`config.mk`:
```
export PLATFORM = sky130hd
export DESIGN_NAME = spi_slave_ctrl_flat
export DESIGN_NICKNAME = d
export VERILOG_FILES = /design/src/rtl/spi_slave_pkg.sv /design/src/rtl/spi_slave_ctrl_if.sv /design/src/rtl/spi_slave_cmd_decode.sv /design/src/rtl/spi_slave_ctrl.sv /design/src/flat_wrapper.sv
export SDC_FILE = /design/constraint.sdc
export NUM_CORES = 1
export LEC_CHECK = 0
export ABC_AREA = 1
export BUFFER_PORTS_ARGS = -buffer_cell sky130_fd_sc_hd__buf_2
export CORE_MARGIN = 4
export CORE_UTILIZATION = 55
export DETAILED_ROUTE_END_ITERATION = 8
export PLACE_DENSITY = 0.84
export SLEW_MARGIN = 20
export SYNTH_ARGS = -nofsm -noshare
export SYNTH_HDL_FRONTEND = slang
export SYNTH_SLANG_ARGS = --single-unit
```
`constraint.sdc`:
```
create_clock -name sclk -period 3.55 [get_ports sclk]
set_input_delay 0.71 -clock sclk [delete_from_list [all_inputs] [get_ports sclk]]
set_output_delay 0.71 -clock sclk [all_outputs]
set_load 0.01 [all_outputs]
```
`src/rtl/spi_slave_pkg.sv`:
```
// Shared constants and types for the SPI slave controller: opcodes, FSM states,
// command classes and the shifter target values.
package spi_slave_pkg;

  localparam logic [7:0] OP_WR_REG0 = 8'h01;
  localparam logic [7:0] OP_WR_REG1 = 8'h11;
  localparam logic [7:0] OP_WR_REG2 = 8'h20;
  localparam logic [7:0] OP_WR_REG3 = 8'h30;
  localparam logic [7:0] OP_RD_REG0 = 8'h05;
  localparam logic [7:0] OP_RD_REG1 = 8'h07;
  localparam logic [7:0] OP_RD_REG2 = 8'h21;
  localparam logic [7:0] OP_RD_REG3 = 8'h31;
  localparam logic [7:0] OP_MEM_WR  = 8'h02;
  localparam logic [7:0] OP_MEM_RD  = 8'h0B;

  // Shifter targets are "count minus one": bits-1 in single mode, nibbles-1 in quad.
  localparam logic [7:0] TGT_WORD_SINGLE = 8'd31;
  localparam logic [7:0] TGT_WORD_QUAD   = 8'd7;
  localparam logic [7:0] TGT_BYTE_SINGLE = 8'd7;
  localparam logic [7:0] TGT_BYTE_QUAD   = 8'd1;

  typedef enum logic [2:0] {
    CMD,
    ADDR,
    REG_WR,
    WR_DATA,
    DUMMY,
    TX_DATA,
    IGNORE
  } state_t;

  typedef enum logic [2:0] {
    CLS_REG_WR,
    CLS_REG_RD,
    CLS_MEM_WR,
    CLS_MEM_RD,
    CLS_INVALID
  } cmd_class_t;

  function automatic logic [7:0] word_target(input logic quad);
    return quad ? TGT_WORD_QUAD : TGT_WORD_SINGLE;
  endfunction

  function automatic logic [7:0] byte_target(input logic quad);
    return quad ? TGT_BYTE_QUAD : TGT_BYTE_SINGLE;
  endfunction

endpackage

```
`src/rtl/spi_slave_ctrl_if.sv`:
```
// Bundle between the SPI slave controller, the rx/tx shifters, the config
// registers and the memory port.
interface spi_slave_ctrl_if;
  logic        en_quad_in;
  logic [7:0]  dummy_cycles;
  logic [31:0] rx_data;
  logic        rx_data_ready;
  logic [7:0]  rx_counter;
  logic        rx_counter_upd;
  logic        rx_en_quad;
  logic [7:0]  tx_counter;
  logic        tx_counter_upd;
  logic        tx_en_quad;
  logic        tx_data_ready;
  logic [1:0]  reg_addr;
  logic [7:0]  reg_wdata;
  logic        reg_wr;
  logic        reg_rd;
  logic [31:0] mem_addr;
  logic [31:0] mem_wdata;
  logic        mem_wr;
  logic        mem_rd;

  modport slave (
    input  en_quad_in, dummy_cycles, rx_data, rx_data_ready, tx_data_ready,
    output rx_counter, rx_counter_upd, rx_en_quad, tx_counter, tx_counter_upd,
           tx_en_quad, reg_addr, reg_wdata, reg_wr, reg_rd,
           mem_addr, mem_wdata, mem_wr, mem_rd
  );

  modport master (
    output en_quad_in, dummy_cycles, rx_data, rx_data_ready, tx_data_ready,
    input  rx_counter, rx_counter_upd, rx_en_quad, tx_counter, tx_counter_upd,
           tx_en_quad, reg_addr, reg_wdata, reg_wr, reg_rd,
           mem_addr, mem_wdata, mem_wr, mem_rd
  );
endinterface

```
`src/rtl/spi_slave_cmd_decode.sv`:
```
// Combinational opcode decode: maps the first received byte to a command class
// and, for register commands, the register index.
module spi_slave_cmd_decode
  import spi_slave_pkg::*;
(
  input  logic [7:0] opcode,
  output cmd_class_t cmd_class,
  output logic [1:0] reg_addr
);

  always_comb begin
    cmd_class = CLS_INVALID;
    reg_addr  = 2'd0;
    case (opcode)
      OP_WR_REG0: begin cmd_class = CLS_REG_WR; reg_addr = 2'd0; end
      OP_WR_REG1: begin cmd_class = CLS_REG_WR; reg_addr = 2'd1; end
      OP_WR_REG2: begin cmd_class = CLS_REG_WR; reg_addr = 2'd2; end
      OP_WR_REG3: begin cmd_class = CLS_REG_WR; reg_addr = 2'd3; end
      OP_RD_REG0: begin cmd_class = CLS_REG_RD; reg_addr = 2'd0; end
      OP_RD_REG1: begin cmd_class = CLS_REG_RD; reg_addr = 2'd1; end
      OP_RD_REG2: begin cmd_class = CLS_REG_RD; reg_addr = 2'd2; end
      OP_RD_REG3: begin cmd_class = CLS_REG_RD; reg_addr = 2'd3; end
      OP_MEM_WR:  cmd_class = CLS_MEM_WR;
      OP_MEM_RD:  cmd_class = CLS_MEM_RD;
      default:    cmd_class = CLS_INVALID;
    endcase
  end

endmodule

```
`src/rtl/spi_slave_ctrl.sv`:
```
// SPI slave protocol controller: sequences command, address, dummy and data
// phases, steering the rx/tx shifter targets and the register/memory strobes.
module spi_slave_ctrl
  import spi_slave_pkg::*;
(
  input  logic            sclk,
  input  logic            cs,
  spi_slave_ctrl_if.slave bus
);

  state_t     state_q, state_d;
  cmd_class_t cmd_q, dec_class;
  logic [1:0] dec_reg_addr;

  logic [7:0] word_tgt, byte_tgt;
  logic [7:0] rx_counter_c, tx_counter_c;
  logic       rx_upd_c, tx_upd_c;
  logic       load_cmd, load_reg_addr, load_addr, inc_addr;
  logic       reg_wr_set, reg_rd_set, mem_wr_set, mem_rd_set;

  logic [31:0] mem_addr_q, mem_wdata_q;
  logic [1:0]  reg_addr_q;
  logic [7:0]  reg_wdata_q;
  logic        reg_wr_q, reg_rd_q, mem_wr_q, mem_rd_q;

  assign word_tgt = word_target(bus.en_quad_in);
  assign byte_tgt = byte_target(bus.en_quad_in);

  spi_slave_cmd_decode u_decode (
    .opcode    (bus.rx_data[7:0]),
    .cmd_class (dec_class),
    .reg_addr  (dec_reg_addr)
  );

  // Shifter targets are Mealy so the next phase is loaded on the very edge that
  // ends the current one; cs suppresses every action in its cycle.
  always_comb begin
    state_d       = state_q;
    rx_counter_c  = 8'd0;
    rx_upd_c      = 1'b0;
    tx_counter_c  = 8'd0;
    tx_upd_c      = 1'b0;
    load_cmd      = 1'b0;
    load_reg_addr = 1'b0;
    load_addr     = 1'b0;
    inc_addr      = 1'b0;
    reg_wr_set    = 1'b0;
    reg_rd_set    = 1'b0;
    mem_wr_set    = 1'b0;
    mem_rd_set    = 1'b0;
    if (!cs) begin
      case (state_q)
        CMD: if (bus.rx_data_ready) begin
          load_cmd = 1'b1;
          case (dec_class)
            CLS_REG_WR: begin
              load_reg_addr = 1'b1;
              rx_upd_c      = 1'b1;
              rx_counter_c  = byte_tgt;
              state_d       = REG_WR;
            end
            CLS_REG_RD: begin
              load_reg_addr = 1'b1;
              reg_rd_set    = 1'b1;
              tx_upd_c      = 1'b1;
              tx_counter_c  = byte_tgt;
              state_d       = TX_DATA;
            end
            CLS_MEM_WR, CLS_MEM_RD: begin
              rx_upd_c     = 1'b1;
              rx_counter_c = word_tgt;
              state_d      = ADDR;
            end
            default: state_d = IGNORE;
          endcase
        end
        REG_WR: if (bus.rx_data_ready) begin
          reg_wr_set = 1'b1;
          state_d    = IGNORE;
        end
        ADDR: if (bus.rx_data_ready) begin
          load_addr = 1'b1;
          if (cmd_q == CLS_MEM_WR) begin
            rx_upd_c     = 1'b1;
            rx_counter_c = word_tgt;
            state_d      = WR_DATA;
          end else begin
            mem_rd_set = 1'b1;
            if (bus.dummy_cycles == 8'd0) begin
              tx_upd_c     = 1'b1;
              tx_counter_c = word_tgt;
              state_d      = TX_DATA;
            end else begin
              rx_upd_c     = 1'b1;
              rx_counter_c = bus.dummy_cycles - 8'd1;
              state_d      = DUMMY;
            end
          end
        end
        WR_DATA: if (bus.rx_data_ready) begin
          mem_wr_set   = 1'b1;
          rx_upd_c     = 1'b1;
          rx_counter_c = word_tgt;
        end
        DUMMY: if (bus.rx_data_ready) begin
          tx_upd_c     = 1'b1;
          tx_counter_c = word_tgt;
          state_d      = TX_DATA;
        end
        TX_DATA: if (bus.tx_data_ready) begin
          if (cmd_q == CLS_MEM_RD) begin
            inc_addr     = 1'b1;
            mem_rd_set   = 1'b1;
            tx_upd_c     = 1'b1;
            tx_counter_c = word_tgt;
          end else begin
            state_d = IGNORE;
          end
        end
        default: state_d = state_q;
      endcase
    end
  end

  // Writes advance the address one edge after the mem_wr pulse, reads on the
  // tx edge itself, so each strobe is seen with the address it belongs to.
  always_ff @(posedge sclk) begin
    if (cs) begin
      state_q     <= CMD;
      cmd_q       <= CLS_INVALID;
      mem_addr_q  <= 32'd0;
      mem_wdata_q <= 32'd0;
      reg_addr_q  <= 2'd0;
      reg_wdata_q <= 8'd0;
      reg_wr_q    <= 1'b0;
      reg_rd_q    <= 1'b0;
      mem_wr_q    <= 1'b0;
      mem_rd_q    <= 1'b0;
    end else begin
      state_q  <= state_d;
      reg_wr_q <= reg_wr_set;
      reg_rd_q <= reg_rd_set;
      mem_wr_q <= mem_wr_set;
      mem_rd_q <= mem_rd_set;
      if (load_cmd)      cmd_q       <= dec_class;
      if (load_reg_addr) reg_addr_q  <= dec_reg_addr;
      if (reg_wr_set)    reg_wdata_q <= bus.rx_data[7:0];
      if (mem_wr_set)    mem_wdata_q <= bus.rx_data;
      if (load_addr)
        mem_addr_q <= bus.rx_data;
      else if (inc_addr || mem_wr_q)
        mem_addr_q <= mem_addr_q + 32'd4;
    end
  end

  assign bus.rx_counter     = rx_counter_c;
  assign bus.rx_counter_upd = rx_upd_c;
  assign bus.rx_en_quad     = bus.en_quad_in;
  assign bus.tx_counter     = tx_counter_c;
  assign bus.tx_counter_upd = tx_upd_c;
  assign bus.tx_en_quad     = bus.en_quad_in;
  assign bus.reg_addr       = reg_addr_q;
  assign bus.reg_wdata      = reg_wdata_q;
  assign bus.reg_wr         = reg_wr_q;
  assign bus.reg_rd         = reg_rd_q;
  assign bus.mem_addr       = mem_addr_q;
  assign bus.mem_wdata      = mem_wdata_q;
  assign bus.mem_wr         = mem_wr_q;
  assign bus.mem_rd         = mem_rd_q;

endmodule
```
`src/flat_wrapper.sv`:
```
// flat-port wrapper written by rule: the top's interface ports become plain ports
module spi_slave_ctrl_flat import spi_slave_pkg::*;
  (sclk, cs, bus_en_quad_in, bus_dummy_cycles, bus_rx_data, bus_rx_data_ready, bus_tx_data_ready, bus_rx_counter, bus_rx_counter_upd, bus_rx_en_quad, bus_tx_counter, bus_tx_counter_upd, bus_tx_en_quad, bus_reg_addr, bus_reg_wdata, bus_reg_wr, bus_reg_rd, bus_mem_addr, bus_mem_wdata, bus_mem_wr, bus_mem_rd);
  spi_slave_ctrl_if bus_i ();
  input  logic sclk;
  input  logic cs;
  input wire logic [$bits(bus_i.en_quad_in)-1:0] bus_en_quad_in;
  input wire logic [$bits(bus_i.dummy_cycles)-1:0] bus_dummy_cycles;
  input wire logic [$bits(bus_i.rx_data)-1:0] bus_rx_data;
  input wire logic [$bits(bus_i.rx_data_ready)-1:0] bus_rx_data_ready;
  input wire logic [$bits(bus_i.tx_data_ready)-1:0] bus_tx_data_ready;
  output wire logic [$bits(bus_i.rx_counter)-1:0] bus_rx_counter;
  output wire logic [$bits(bus_i.rx_counter_upd)-1:0] bus_rx_counter_upd;
  output wire logic [$bits(bus_i.rx_en_quad)-1:0] bus_rx_en_quad;
  output wire logic [$bits(bus_i.tx_counter)-1:0] bus_tx_counter;
  output wire logic [$bits(bus_i.tx_counter_upd)-1:0] bus_tx_counter_upd;
  output wire logic [$bits(bus_i.tx_en_quad)-1:0] bus_tx_en_quad;
  output wire logic [$bits(bus_i.reg_addr)-1:0] bus_reg_addr;
  output wire logic [$bits(bus_i.reg_wdata)-1:0] bus_reg_wdata;
  output wire logic [$bits(bus_i.reg_wr)-1:0] bus_reg_wr;
  output wire logic [$bits(bus_i.reg_rd)-1:0] bus_reg_rd;
  output wire logic [$bits(bus_i.mem_addr)-1:0] bus_mem_addr;
  output wire logic [$bits(bus_i.mem_wdata)-1:0] bus_mem_wdata;
  output wire logic [$bits(bus_i.mem_wr)-1:0] bus_mem_wr;
  output wire logic [$bits(bus_i.mem_rd)-1:0] bus_mem_rd;
  assign bus_i.en_quad_in = bus_en_quad_in;
  assign bus_i.dummy_cycles = bus_dummy_cycles;
  assign bus_i.rx_data = bus_rx_data;
  assign bus_i.rx_data_ready = bus_rx_data_ready;
  assign bus_i.tx_data_ready = bus_tx_data_ready;
  assign bus_rx_counter = bus_i.rx_counter;
  assign bus_rx_counter_upd = bus_i.rx_counter_upd;
  assign bus_rx_en_quad = bus_i.rx_en_quad;
  assign bus_tx_counter = bus_i.tx_counter;
  assign bus_tx_counter_upd = bus_i.tx_counter_upd;
  assign bus_tx_en_quad = bus_i.tx_en_quad;
  assign bus_reg_addr = bus_i.reg_addr;
  assign bus_reg_wdata = bus_i.reg_wdata;
  assign bus_reg_wr = bus_i.reg_wr;
  assign bus_reg_rd = bus_i.reg_rd;
  assign bus_mem_addr = bus_i.mem_addr;
  assign bus_mem_wdata = bus_i.mem_wdata;
  assign bus_mem_wr = bus_i.mem_wr;
  assign bus_mem_rd = bus_i.mem_rd;
  spi_slave_ctrl u_core (.sclk(sclk), .cs(cs), .bus(bus_i));
endmodule
```
==> results_dict.tcl, run 1 <==
set metrics [dict create \
    synth.area.top_cells "dfxtp_1 (35%), nand2_1 (14%), nor2_1 (12%)" \
    cts_buffers 9 \
    cts-resized-gates 0 \
    synthAdderAreaFrac_pct 0.7780 \
    period_needed_ps 2894 \
    cts_tree "done" \
    dp_hpwl_um 11110 \
    hold_start "u_core.bus.mem_wdata[11]" \
    netlist_area_sq_mm 0.004825 \
    cts-root-buf "clkbuf_8" \
    ys_ff_latch 84 \
    setup.worst_path.start_class "primary input" \
    nNetsFinal 910 \
    synth_compound_area_share_pct 14.13 \
    crit_fanout 7 \
    synth_top_family_by_area "simple AND/OR/NAND/NOR gates" \
    avgViaCountPerCell 5.442 \
    die_w_um 101.7 \
    clk_latency_ps 350 \
    start_util_pct 57.56 \
    synthCells 737 \
    leakagePower_uw 0.002701 \
    hold_buffers 0 \
    r2r-end "u_core.bus.mem_addr[21]" \
    wire_per_inst_um 14.95 \
    synthMuxAreaShare_pct 0 \
    clock_path_buffers 2 \
    tns_ps 0 \
    rsz0062_at_grt "no" \
    yosys_warnings 0 \
    required_ps 2840 \
    status "completed" \
    async_reset_ff_share_pct 0 \
    crit_type "in2out" \
    setup_viol 0 \
    ant_nets 0 \
    use_met1_pct 38.09 \
    die_h_um 101.7 \
    whs_ps 476.0 \
    critPathLaunch "bus_dummy_cycles[5]" \
    rr_startpoint "u_core.state_q[0]" \
    drt-initial-drc-count 358 \
    fp-row-count 33 \
    synth_simple_gate_area_share_pct 39.21 \
    antenna_found_initial 0 \
    grt.total_usage_pct 28.24 \
    yosysTopAreaCell "dfxtp_1" \
    tightest_slew_ps 646.5 \
    arrival_ps 2180 \
    yosys.area_share.xor_xnor_pct 2.178 \
    endpoint "bus_tx_counter[4]" \
    hold_path.class "reg2reg" \
    post-route-drc-count 0 \
    r2r_slack_ps 1450 \
    p_per_area_mw_per_mm2 366.9 \
    area_growth_pct 18.88 \
    hold_violations 0 \
    synthDistinctLibCells 45 \
    fillers 794 \
    core_area_sq_mm 0.008382 \
    diodes 0 \
    place_congestion 0.9701 \
    yosysMostFrequentCell "nand2_1" \
    detail_route.first_pass.iterations 5 \
    synth_edf_count 0 \
    use_met3_pct 4.614 \
    ys_seq_area_share_pct 34.85 \
    synth_ff_type "dfxtp_1" \
    grt_pass1_wl_um 23560 \
    wirelength_um 14530 \
    grt_util_met2_pct 45.93 \
    grt_pass1_vias 4988 \
    fin_crit_sh_pct 81.51 \
    post_cts_buffers 0 \
    clock_sinks 84 \
    grt.overflow.total 0 \
    end_kind "primary output" \
    fmax_mhz 345.6 \
    synth_top_cells_by_count "nand2_1 (181), nor2_1 (159), dfxtp_1 (84)" \
    max_cap_violations 0 \
    skew_ps 14.23 \
    drive_gt1_share_pct 23.30 \
    die-area_sq_mm 0.01033 \
    slew_headroom_pct 56.85 \
    place_inst 956 \
    vias 5290 \
    r2r_cells 11 \
    grt_max_degree 44 \
    path_clk_slew_ps 90 \
    ios 143 \
    synth_top_area_share_pct 34.85 \
    syn_area_per_cell_sq_um 6.546 \
    cts_max_level 3 \
    io_buffers 139 \
    instances_no_fill 972 \
    drv_slew 0 \
    vdd_drop_max_uv 227.4 \
    top_usage_layer "met2" \
]
state kept, by name, summed over array words and instances, names as in the netlist:
name	count
u_core.bus.mem_wr	1
u_core.bus.reg_wdata	8
u_core.bus.mem_rd	1
u_core.state_q	3
u_core.bus.reg_addr	2
u_core.cmd_q	3
u_core.bus.reg_rd	1
u_core.bus.reg_wr	1
u_core.bus.mem_wdata	32
u_core.bus.mem_addr	32
cell families after synthesis:
| logic type | after synthesis |
|---|---|
| and+or+nand+nor | 431 |
| other | 1 |
| adders and majority gates | 3 |
| xor gates and xnor gates | 12 |
| DFF | 84 |
| AOI/OAI and AO/OA | 111 |
| buffers and inverters | 95 |
worst min path at each step:
stage / to / slack, ps / cells after the start
CTS: u_core.bus.mem_wdata[18] / 480 / 2
global route: u_core.bus.mem_wdata[17] / 510 / 2
floorplan: u_core.cmd_q[1] / 450 / 2
finish: u_core.bus.mem_wdata[11] / 480 / 2
detailed placement: u_core.bus.mem_wdata[18] / 460 / 2
global placement: u_core.bus.mem_wdata[18] / 450 / 2
cells in the final DEF (no fill, tap or decap), types with 2 or more instances in the layout:
cell	n
inv_2	8
nor2_4	4
inv_1	55
conb_1	3
inv_6	3
buf_4	4
nor2_1	159
o21ai_0	35
nand3_1	31
ha_1	3
nor2_2	12
o22ai_1	3
nand3_2	2
dfxtp_1	84
nand2_1	181
a21oi_1	24
o21ai_1	11
nand3_4	2
nor3b_1	2
bufinv_16	2
a211oi_1	19
o211ai_1	2
xor2_1	9
nand4_1	14
a21oi_2	10
clkbuf_8	9
xnor2_1	3
nor3_1	3
nand3b_1	14
buf_2	139
layer usage:
metal	share of wire (%)	wire length (um)
met1	43	6259
met2	46	6733
met3	8.5	1229
met4	2.1	307
met5	0	0
final cells by class:
cell class                      count  area, sq um  area share [%]
Timing Repair Buffer              143        725.7           12.65
Inverter                           64        242.7           4.232
Clock inverter                      7        102.6           1.789
Multi-Input combinational cell    560         2728           47.56
Clock buffer                        9        123.9           2.160
Tap cell                          105        131.4           2.291
Sequential cell                    84         1682           29.32
metrics by stage:
| stage | util (%) | setup WS, ps | area, sq um | total power (uW) |
|---|---|---|---|---|
| 4_1_cts | 68.43 | 661.8 | 5736 | 2101 |
| 6_report | 68.43 | 656.3 | 5736 | 2104 |
| 5_1_grt | 68.43 | 524.1 | 5736 | 2186 |
| 2_1_floorplan | - | 908.0 | 4832 | 1220 |
| 3_3_place_gp | 65.73 | 735.6 | 5509 | 1319 |
| 3_5_place_dp | 65.73 | 679.1 | 5509 | 1327 |
critical path: stages:
cell	delay (ps)
buf_2	110
or2_0	220
nor2_1	170
nand4_1	270
or2_1	300
nand2_1	100
and3_1	170
buf_2	130
power by group:
group | leakage, uW | internal (uW) | switching, uW
Combinational | 0.00191 | 107 | 202
Sequential | 0.000679 | 971 | 31.8
Clock | 0.000117 | 408 | 385
Total | 0.00270 | 1490 | 619
Power figures use the tool's default switching activity.
==> run 2: changes to the inputs <==
--- a/config.mk
+++ b/config.mk
@@ -8,9 +8,9 @@
 export ABC_AREA = 1
 export BUFFER_PORTS_ARGS = -buffer_cell sky130_fd_sc_hd__buf_2
 export CORE_MARGIN = 4
-export CORE_UTILIZATION = 55
+export CORE_UTILIZATION = 47
 export DETAILED_ROUTE_END_ITERATION = 8
-export PLACE_DENSITY = 0.84
+export PLACE_DENSITY = 0.77
 export SLEW_MARGIN = 20
 export SYNTH_ARGS = -nofsm -noshare
 export SYNTH_HDL_FRONTEND = slang
==> constraint.sdc (replaced) <==
create_clock -name sclk -period 2.65 [get_ports sclk]
set_input_delay 0.53 -clock sclk [delete_from_list [all_inputs] [get_ports sclk]]
set_output_delay 0.53 -clock sclk [all_outputs]
set_load 0.01 [all_outputs]
==> results_dict.tcl, run 2 (synthesis gave the netlist of run 1 again) <==
set metrics [dict create \
    wire_per_inst_um 14.37 \
    ios 143 \
    ant_nets 0 \
    fmax_mhz 394.9 \
    wl_met2_um 6875 \
    tightest_slew_ps 670.0 \
    r2r-end "u_core.bus.mem_addr[7]" \
    required_ps 2120 \
    nNetsFinal 913 \
    wirelength_um 14410 \
    hold_start "bus_rx_data[9]" \
    vias 5215 \
    avgViaCountPerCell 5.199 \
    grt.total_usage_pct 23.88 \
    setup_ws_ps 117.8 \
    cts_max_level 3 \
    utilization_pct 58.89 \
    r2r_cells 8 \
    rr_startpoint "u_core.state_q[2]" \
    die_w_um 109.3 \
    crit_type "reg2out" \
    drt-initial-drc-count 311 \
    fp-row-count 36 \
    dp_hpwl_um 10870 \
    wl_met1_um 6121 \
    grt_pass1_vias 4778 \
    arrival_ps 2000 \
    path_clk_slew_ps 100 \
    detail_route.first_pass.iterations 5 \
    antenna_found_initial 0 \
    clock_path_buffers 2 \
    setup.worst_path.start_class "flip-flop" \
    r2r_slack_ps 610 \
    min_path_cells 3 \
    place_congestion 0.9685 \
    hold_violations 0 \
    final_cell_mix "nand2_1 (181), nor2_1 (158), buf_2 (139)" \
    final_common_cell "nand2_1" \
    period_needed_ps 2532 \
    grt_pass1_wl_um 22830 \
    drv_slew 0 \
    crit_fanout 7 \
    setup_viol 0 \
    slew_headroom_pct 55.29 \
    skew_ps 10.85 \
    fin_crit_sh_pct 95.56 \
    cts_tree "done" \
    drive_gt1_share_pct 23.91 \
    grt.overflow.total 0 \
    die-area_sq_mm 0.01195 \
    hold_path.class "in2reg" \
    die_h_um 109.3 \
    wl_met3_um 1148 \
    status "completed" \
    p_per_area_mw_per_mm2 489.2 \
    clk_latency_ps 370 \
    clock_sinks 84 \
    leakagePower_uw 0.002710 \
    vdd_drop_max_uv 330.1 \
    fillers 989 \
    end_kind "primary output" \
    grt_max_degree 44 \
    area_growth_pct 20.41 \
    io_buffers 139 \
    place_ws_ps 147.2 \
    max_cap_violations 0 \
    diodes 0 \
    post-route-drc-count 0 \
    cts_buffers 9 \
    min_to "u_core.bus.mem_addr[9]" \
    top_layer "met4" \
    start_util_pct 48.91 \
    core_area_sq_mm 0.009864 \
    cts-root-buf "clkbuf_8" \
]
[run 2: how the worst max path moves through the flow]
| stage | cells past startpoint | slack [ps] | start | to |
|---|---|---|---|---|
| after floorplan | 7 | 370 | bus_dummy_cycles[5] | bus_tx_counter[4] |
| after global placement | 8 | 190 | bus_dummy_cycles[5] | bus_tx_counter[4] |
| after detailed placement | 8 | 150 | bus_dummy_cycles[5] | bus_tx_counter[4] |
| after CTS | 9 | 80 | u_core.state_q[0] | bus_tx_counter[4] |
| after global routing | 10 | -30 | u_core.state_q[2] | bus_rx_counter[2] |
| final | 9 | 120 | u_core.state_q[0] | bus_tx_counter[3] |
[run 2: power by group]
group          switching (uW)  total (uW)  leakage [uW]  internal (uW)
Sequential               43.4        1340      0.000679           1300
Clock                     517        1080      0.000111            567
Combinational             269         414       0.00192            145
[run 2: metrics by stage]
stage	hold WS, ps	instances	power [uW]	TNS, ps	cell area, sq um
after floorplan	450.1	739	1634	0	4832
after global placement	439.1	986	1772	0	5559
after detailed placement	445.6	986	1778	0	5559
after CTS	399.9	1002	2847	0	5792
after global routing	431.7	1003	2956	-75.28	5809
final	409.1	1003	2842	0	5809
[run 2: cell type report]
cell class	instances	area, sq um	area share, %
Clock inverter	6	95.09	1.637
Sequential cell	84	1683	28.97
Inverter	64	242.7	4.178
Clock buffer	10	137.6	2.369
Timing Repair Buffer	146	748.2	12.88
Multi-Input combinational cell	560	2736	47.10
Tap cell	133	166.4	2.865
[run 2: repair_timing]
action | 4_1_cts | 5_1_grt
gates resized for setup | 0 | 4
hold buffers | 0 | 0
setup buffers | 0 | 1
setup endpoints to repair | 0 | 9
[run 2: critical path, stage by stage, from the launching register on]
cell	delay, ps
dfxtp_2	400
inv_2	70
nor2_4	170
nand2_4	130
nor2_4	180
inv_2	60
or2_1	230
nand2_1	100
and3_1	180
buf_2	130
[run 2: layer usage]
layer  global-route usage, %  up-vias
met4                   6.857        0
met1                   31.92     2364
met5                       0        -
met3                   4.110       26
met2                   39.69      196
li1                        -     2629
